**src/rtl/sram_axi_master_bridge.sv**
```systemverilog
// Bridges a single-outstanding SRAM-like requester onto a 32-bit AXI master port.
// Only single-beat INCR transfers are issued, and only one transaction is in flight at a time.
module sram_axi_master_bridge #(
  parameter logic [3:0] AXI_ID = 4'd0
) (
  input  logic        aclk,
  input  logic        rst,
  input  logic        cpu_req,
  input  logic        cpu_wr,
  input  logic [1:0]  cpu_size,
  input  logic [3:0]  cpu_wstrb,
  input  logic [31:0] cpu_addr,
  input  logic [31:0] cpu_wdata,
  output logic        cpu_addr_ok,
  output logic        cpu_data_ok,
  output logic [31:0] cpu_rdata,
  output logic        cpu_err,
  output logic [3:0]  arid,
  output logic [31:0] araddr,
  output logic [7:0]  arlen,
  output logic [2:0]  arsize,
  output logic [1:0]  arburst,
  output logic [1:0]  arlock,
  output logic [3:0]  arcache,
  output logic [2:0]  arprot,
  output logic        arvalid,
  input  logic        arready,
  input  logic [3:0]  rid,
  input  logic [31:0] rdata,
  input  logic [1:0]  rresp,
  input  logic        rlast,
  input  logic        rvalid,
  output logic        rready,
  output logic [3:0]  awid,
  output logic [31:0] awaddr,
  output logic [7:0]  awlen,
  output logic [2:0]  awsize,
  output logic [1:0]  awburst,
  output logic [1:0]  awlock,
  output logic [3:0]  awcache,
  output logic [2:0]  awprot,
  output logic        awvalid,
  input  logic        awready,
  output logic [3:0]  wid,
  output logic [31:0] wdata,
  output logic [3:0]  wstrb,
  output logic        wlast,
  output logic        wvalid,
  input  logic        wready,
  input  logic [3:0]  bid,
  input  logic [1:0]  bresp,
  input  logic        bvalid,
  output logic        bready
);

  typedef enum logic [2:0] {IDLE, RD_A, RD_D, WR_AW, WR_B} state_e;

  state_e      state_q, state_d;
  logic [1:0]  size_q, size_d;
  logic [31:0] addr_q, addr_d;
  logic [3:0]  wstrb_q, wstrb_d;
  logic [31:0] wdata_q, wdata_d;
  logic        arvalid_q, arvalid_d;
  logic        awvalid_q, awvalid_d;
  logic        wvalid_q, wvalid_d;
  logic        rready_q, rready_d;
  logic        bready_q, bready_d;
  logic        data_ok_q, data_ok_d;
  logic        err_q, err_d;
  logic [31:0] rdata_q, rdata_d;
  logic        aw_done, w_done;

  // Beat IDs, last flags and the write-response ID carry no information here.
  logic unused_inputs;
  assign unused_inputs = ^{rid, rlast, bid};

  // A channel counts as done if it already handshook earlier or does so this cycle.
  assign aw_done = !awvalid_q || awready;
  assign w_done  = !wvalid_q  || wready;

  always_comb begin
    state_d   = state_q;
    size_d    = size_q;
    addr_d    = addr_q;
    wstrb_d   = wstrb_q;
    wdata_d   = wdata_q;
    arvalid_d = arvalid_q;
    awvalid_d = awvalid_q;
    wvalid_d  = wvalid_q;
    rready_d  = rready_q;
    bready_d  = bready_q;
    err_d     = err_q;
    rdata_d   = rdata_q;
    data_ok_d = 1'b0;
    case (state_q)
      IDLE: begin
        if (cpu_req) begin
          size_d = cpu_size;
          addr_d = cpu_addr;
          if (cpu_wr) begin
            wstrb_d   = cpu_wstrb;
            wdata_d   = cpu_wdata;
            awvalid_d = 1'b1;
            wvalid_d  = 1'b1;
            state_d   = WR_AW;
          end else begin
            arvalid_d = 1'b1;
            state_d   = RD_A;
          end
        end
      end
      RD_A: begin
        if (arready) begin
          arvalid_d = 1'b0;
          rready_d  = 1'b1;
          state_d   = RD_D;
        end
      end
      RD_D: begin
        if (rvalid) begin
          rdata_d   = rdata;
          err_d     = (rresp != 2'b00);
          rready_d  = 1'b0;
          data_ok_d = 1'b1;
          state_d   = IDLE;
        end
      end
      WR_AW: begin
        if (awvalid_q && awready) awvalid_d = 1'b0;
        if (wvalid_q && wready)   wvalid_d  = 1'b0;
        if (aw_done && w_done) begin
          bready_d = 1'b1;
          state_d  = WR_B;
        end
      end
      WR_B: begin
        if (bvalid) begin
          err_d     = (bresp != 2'b00);
          bready_d  = 1'b0;
          data_ok_d = 1'b1;
          state_d   = IDLE;
        end
      end
      default: state_d = IDLE;
    endcase
  end

  always_ff @(posedge aclk) begin
    if (rst) begin
      state_q   <= IDLE;
      size_q    <= 2'd0;
      addr_q    <= 32'd0;
      wstrb_q   <= 4'd0;
      wdata_q   <= 32'd0;
      arvalid_q <= 1'b0;
      awvalid_q <= 1'b0;
      wvalid_q  <= 1'b0;
      rready_q  <= 1'b0;
      bready_q  <= 1'b0;
      data_ok_q <= 1'b0;
      err_q     <= 1'b0;
      rdata_q   <= 32'd0;
    end else begin
      state_q   <= state_d;
      size_q    <= size_d;
      addr_q    <= addr_d;
      wstrb_q   <= wstrb_d;
      wdata_q   <= wdata_d;
      arvalid_q <= arvalid_d;
      awvalid_q <= awvalid_d;
      wvalid_q  <= wvalid_d;
      rready_q  <= rready_d;
      bready_q  <= bready_d;
      data_ok_q <= data_ok_d;
      err_q     <= err_d;
      rdata_q   <= rdata_d;
    end
  end

  assign cpu_addr_ok = cpu_req && (state_q == IDLE);
  assign cpu_data_ok = data_ok_q;
  assign cpu_rdata   = rdata_q;
  assign cpu_err     = err_q;

  assign arid    = AXI_ID;
  assign araddr  = addr_q;
  assign arlen   = 8'd0;
  assign arsize  = {1'b0, size_q};
  assign arburst = 2'b01;
  assign arlock  = 2'b00;
  assign arcache = 4'd0;
  assign arprot  = 3'd0;
  assign arvalid = arvalid_q;
  assign rready  = rready_q;

  assign awid    = AXI_ID;
  assign awaddr  = addr_q;
  assign awlen   = 8'd0;
  assign awsize  = {1'b0, size_q};
  assign awburst = 2'b01;
  assign awlock  = 2'b00;
  assign awcache = 4'd0;
  assign awprot  = 3'd0;
  assign awvalid = awvalid_q;

  assign wid    = AXI_ID;
  assign wdata  = wdata_q;
  assign wstrb  = wstrb_q;
  assign wlast  = 1'b1;
  assign wvalid = wvalid_q;
  assign bready = bready_q;

endmodule
```
**config.mk**
```make
export PLATFORM = sky130hd
export DESIGN_NAME = sram_axi_master_bridge
export DESIGN_NICKNAME = d
export VERILOG_FILES = /design/src/rtl/sram_axi_master_bridge.sv
export SDC_FILE = /design/constraint.sdc
export NUM_CORES = 1
export LEC_CHECK = 0
export BUFFER_PORTS_ARGS = -buffer_cell sky130_fd_sc_hd__buf_2
export CAP_MARGIN = 20
export CELL_PAD_IN_SITES_DETAIL_PLACEMENT = 1
export CELL_PAD_IN_SITES_GLOBAL_PLACEMENT = 1
export CORE_MARGIN = 2
export CORE_UTILIZATION = 30
export DETAILED_ROUTE_END_ITERATION = 10
export GPL_TIMING_DRIVEN = 0
export PLACE_DENSITY = 0.93
export SYNTH_ARGS = -nofsm -noshare
export SYNTH_HDL_FRONTEND = slang
export SYNTH_SLANG_ARGS = --single-unit
```
**constraint.sdc**
```tcl
create_clock -name aclk -period 3.3 [get_ports aclk]
set_input_delay 0.495 -clock aclk [delete_from_list [all_inputs] [get_ports aclk]]
set_output_delay 0.495 -clock aclk [all_outputs]
set_load 0.005 [all_outputs]
```
==> results by group <==
Clock network
  • Clock-pin slew on the worst setup and hold paths: 0.07 ns
  • Clock latency on the worst-skew pair: 0.35 ns
  • Clock Path Buffers: 2
  • CTS Buf Count: 9
  • Hold buffer count at CTS: 0
  • Post CTS Setup Buffer Count: 0
  • Sink Count: 112
  • H-tree Lvls: 3
  • Cts repair resizes: 0
  • Clock Tree Root: clkbuf_16
  • CTS tree: built

Drt
  • DR iter-0 viols: 129
  • Remaining DRCs: 0
  • Wire length per cell: 14.8 um
  • Detailed-route wire length: 16,300 um
  • Antenna Nets Post-Route: 0
  • Via Count: 4,828
  • DRT Pass-1 Iters: 4
  • Vias per cell: 4.37

Pwr
  • Pwr Density: 506 nW/um^2
  • Pleak: 3.39 nW
  • VDD IR max: 218 uV

Logic synthesis
  • Synth area leader: dfxtp_1
  • Top cells by area, synth: dfxtp_1, nand2_1, buf_4
  • Syn Inst Count: 594
  • Sequential-to-total area share from yosys stat: 0.480
  • Synth top area share: 0.480
  • Seq cells post-synth: 112
  • Synthesized area: 4670 sq um
  • YS warnings: 0
  • Cell variety after synth: 32
  • Mean post-synth cell area: 7.86 sq um

Timing
  • Slew @ Worst Pin: 0.674 ns
  • Final min period: 2.47 ns
  • RSZ-0062 raised after global routing: no
  • Setup TNS: 0 ns
  • Fin. Hold Viols: 0
  • Count of final setup violators: 0
  • Worst Skew: 0.00712 ns
  • Final Max Slew Viols: 0
  • Hold slack: 0.353 ns
  • Max-slew headroom: 0.551
  • Fmax: 405 MHz
  • Tcrit/Tclk final: 0.748

Cells and area
  • Nets: 1,038
  • Layout cells sized above 1: 0.405
  • Area grow syn2layout: 42.6%
  • Antenna diodes: 0
  • Fill cell count: 1,962

Critical path
  • CP Capture Type: output port
  • Crit path kind: reg -> out
  • Crit path DAT: 1.97 ns
  • Startpoint Class: flop
  • WP data required: 2.80 ns
  • CP Max Fanout: 10

Floorplanning
  • Row cnt: 45
  • Top Ports: 321
  • DIE HEIGHT: 129 um
  • Die area: 16,600 sq um
  • Core area: 15,200 sq um
  • Initial core utilization: 0.307
  • Die W: 129 um

GRT
  • Total track usage: 0.190
  • Global-route wire length before repair: 24,400 um
  • Vias in the first global route: 4,786
  • Met1 usage: 0.207
  • Antenna violations before repair: 0
  • Largest net degree at the start of global routing: 18
  • GRT met3 Usage: 0.0453
  • Gr ovfl total: 0
  • Most Crowded Layer GR: met2
  • Met2 GRT Util: 0.351

Job
  • Max-cap violation count: 0

Min path
  • Type of the worst min-delay path: in -> reg

Outcome
  • Outcome: finished, final reports clean

Placed design
  • DP HPWL: 13,100 um
  • Port bufs: 258
  • Routability cong.: 0.797
==> final timing paths <==
path,startpoint,end,slack (ns),depth (start not counted)
setup / recovery,state_q[0],cpu_addr_ok,0.83,5
hold / removal,wready,wvalid,0.35,2
setup reg to reg,state_q[0],wstrb[3],1.15,7
hold reg to reg,wdata[27],wdata[27],0.45,2
==> cell type report <==
| cell class | count | area, sq um | area share |
|---|---|---|---|
| Multi-Input combinational cell | 408 | 1780 | 0.268 |
| Buffer | 122 | 818 | 0.123 |
| Clock inverter | 4 | 30.0 | 0.00451 |
| Inverter | 3 | 16.3 | 0.00244 |
| Timing Repair Buffer | 258 | 1290 | 0.194 |
| Tap cell | 188 | 235 | 0.0353 |
| Sequential cell | 112 | 2240 | 0.337 |
| Clock buffer | 11 | 243 | 0.0365 |
==> stage by stage <==
stage	setup slack [ns]	area [sq um]	util	cells	total power [W]
detailed placement	0.967	6390	0.420	1091	0.00238
floorplan	1.48	4860	-	645	0.00201
CTS	0.774	6660	0.438	1106	0.00342
global placement	0.990	6390	0.420	1091	0.00235
global route	0.727	6660	0.438	1106	0.00358
finish	0.832	6660	0.438	1106	0.00337
==> report_power, final <==
group          switching, W  internal, W
Clock              0.000498     0.000533
Sequential        0.0000762      0.00147
Combinational      0.000422     0.000372
Total              0.000996      0.00237
==> state kept, by name, summed over array words and instances, names as in the netlist <==
name / flops
wvalid: 1
bready: 1
arvalid: 1
cpu_rdata: 32
cpu_data_ok: 1
wstrb: 4
araddr: 32
cpu_err: 1
rready: 1
state_q: 3
awvalid: 1
wdata: 32
size_q: 2
==> cell usage in the layout (no fill, tap or decap), types with 3 or more instances in the layout <==
master     instances
a21oi_1          106
nand2_1          205
clkbuf_16          9
o21ai_0            4
buf_2            264
nor3b_1            3
dfxtp_1          112
buf_6              3
buf_4             88
nor2_1            11
mux2i_1            3
nor2b_1            3
buf_1              3
conb_1            53
clkbuf_1          23
==> cell usage after synthesis (all sizes together) <==
| cell type | number |
|---|---|
| buf | 100 |
| nand3b | 2 |
| conb | 2 |
| o32ai | 1 |
| nor2 | 11 |
| clkbuf | 22 |
| nand3 | 1 |
| o41ai | 1 |
| nor3 | 2 |
| and3b | 1 |
| a211oi | 2 |
| dfxtp | 112 |
| inv | 3 |
| a31oi | 1 |
| and2 | 2 |
| o21ai | 4 |
| or4b | 2 |
| a2111oi | 1 |
| mux2i | 3 |
| or4 | 1 |
| nand2 | 205 |
| nor3b | 3 |
| a21oi | 106 |
| nor2b | 3 |
| o21a | 2 |
| a311oi | 1 |
==> per-layer routing <==
layer  wire length [um]  vias to the layer above
met5                  0                        -
li1                   -                     2403
met2               8530                      198
met3               1220                       29
met1               6130                     2198
met4                459                        0
==> worst max-delay path, cell delays in order, from the launching register on <==
cell	delay (ns)
dfxtp_1	0.35
or4b_1	0.53
buf_4	0.21
inv_6	0.12
buf_2	0.25
buf_2	0.16
==> cells by family (layout without fill, tap and decap cells) <==
kind of cell,Yosys count,in the layout,synth area share
AOI/OAI and AO/OA,119,119,0.133
DFF,112,112,0.480
and+or+nand+nor,233,233,0.200
buffers and inverters,125,398,0.179
muxes,3,3,0.00643
other,2,53,0.00161
No activity file was read; power rests on OpenSTA's default activity.
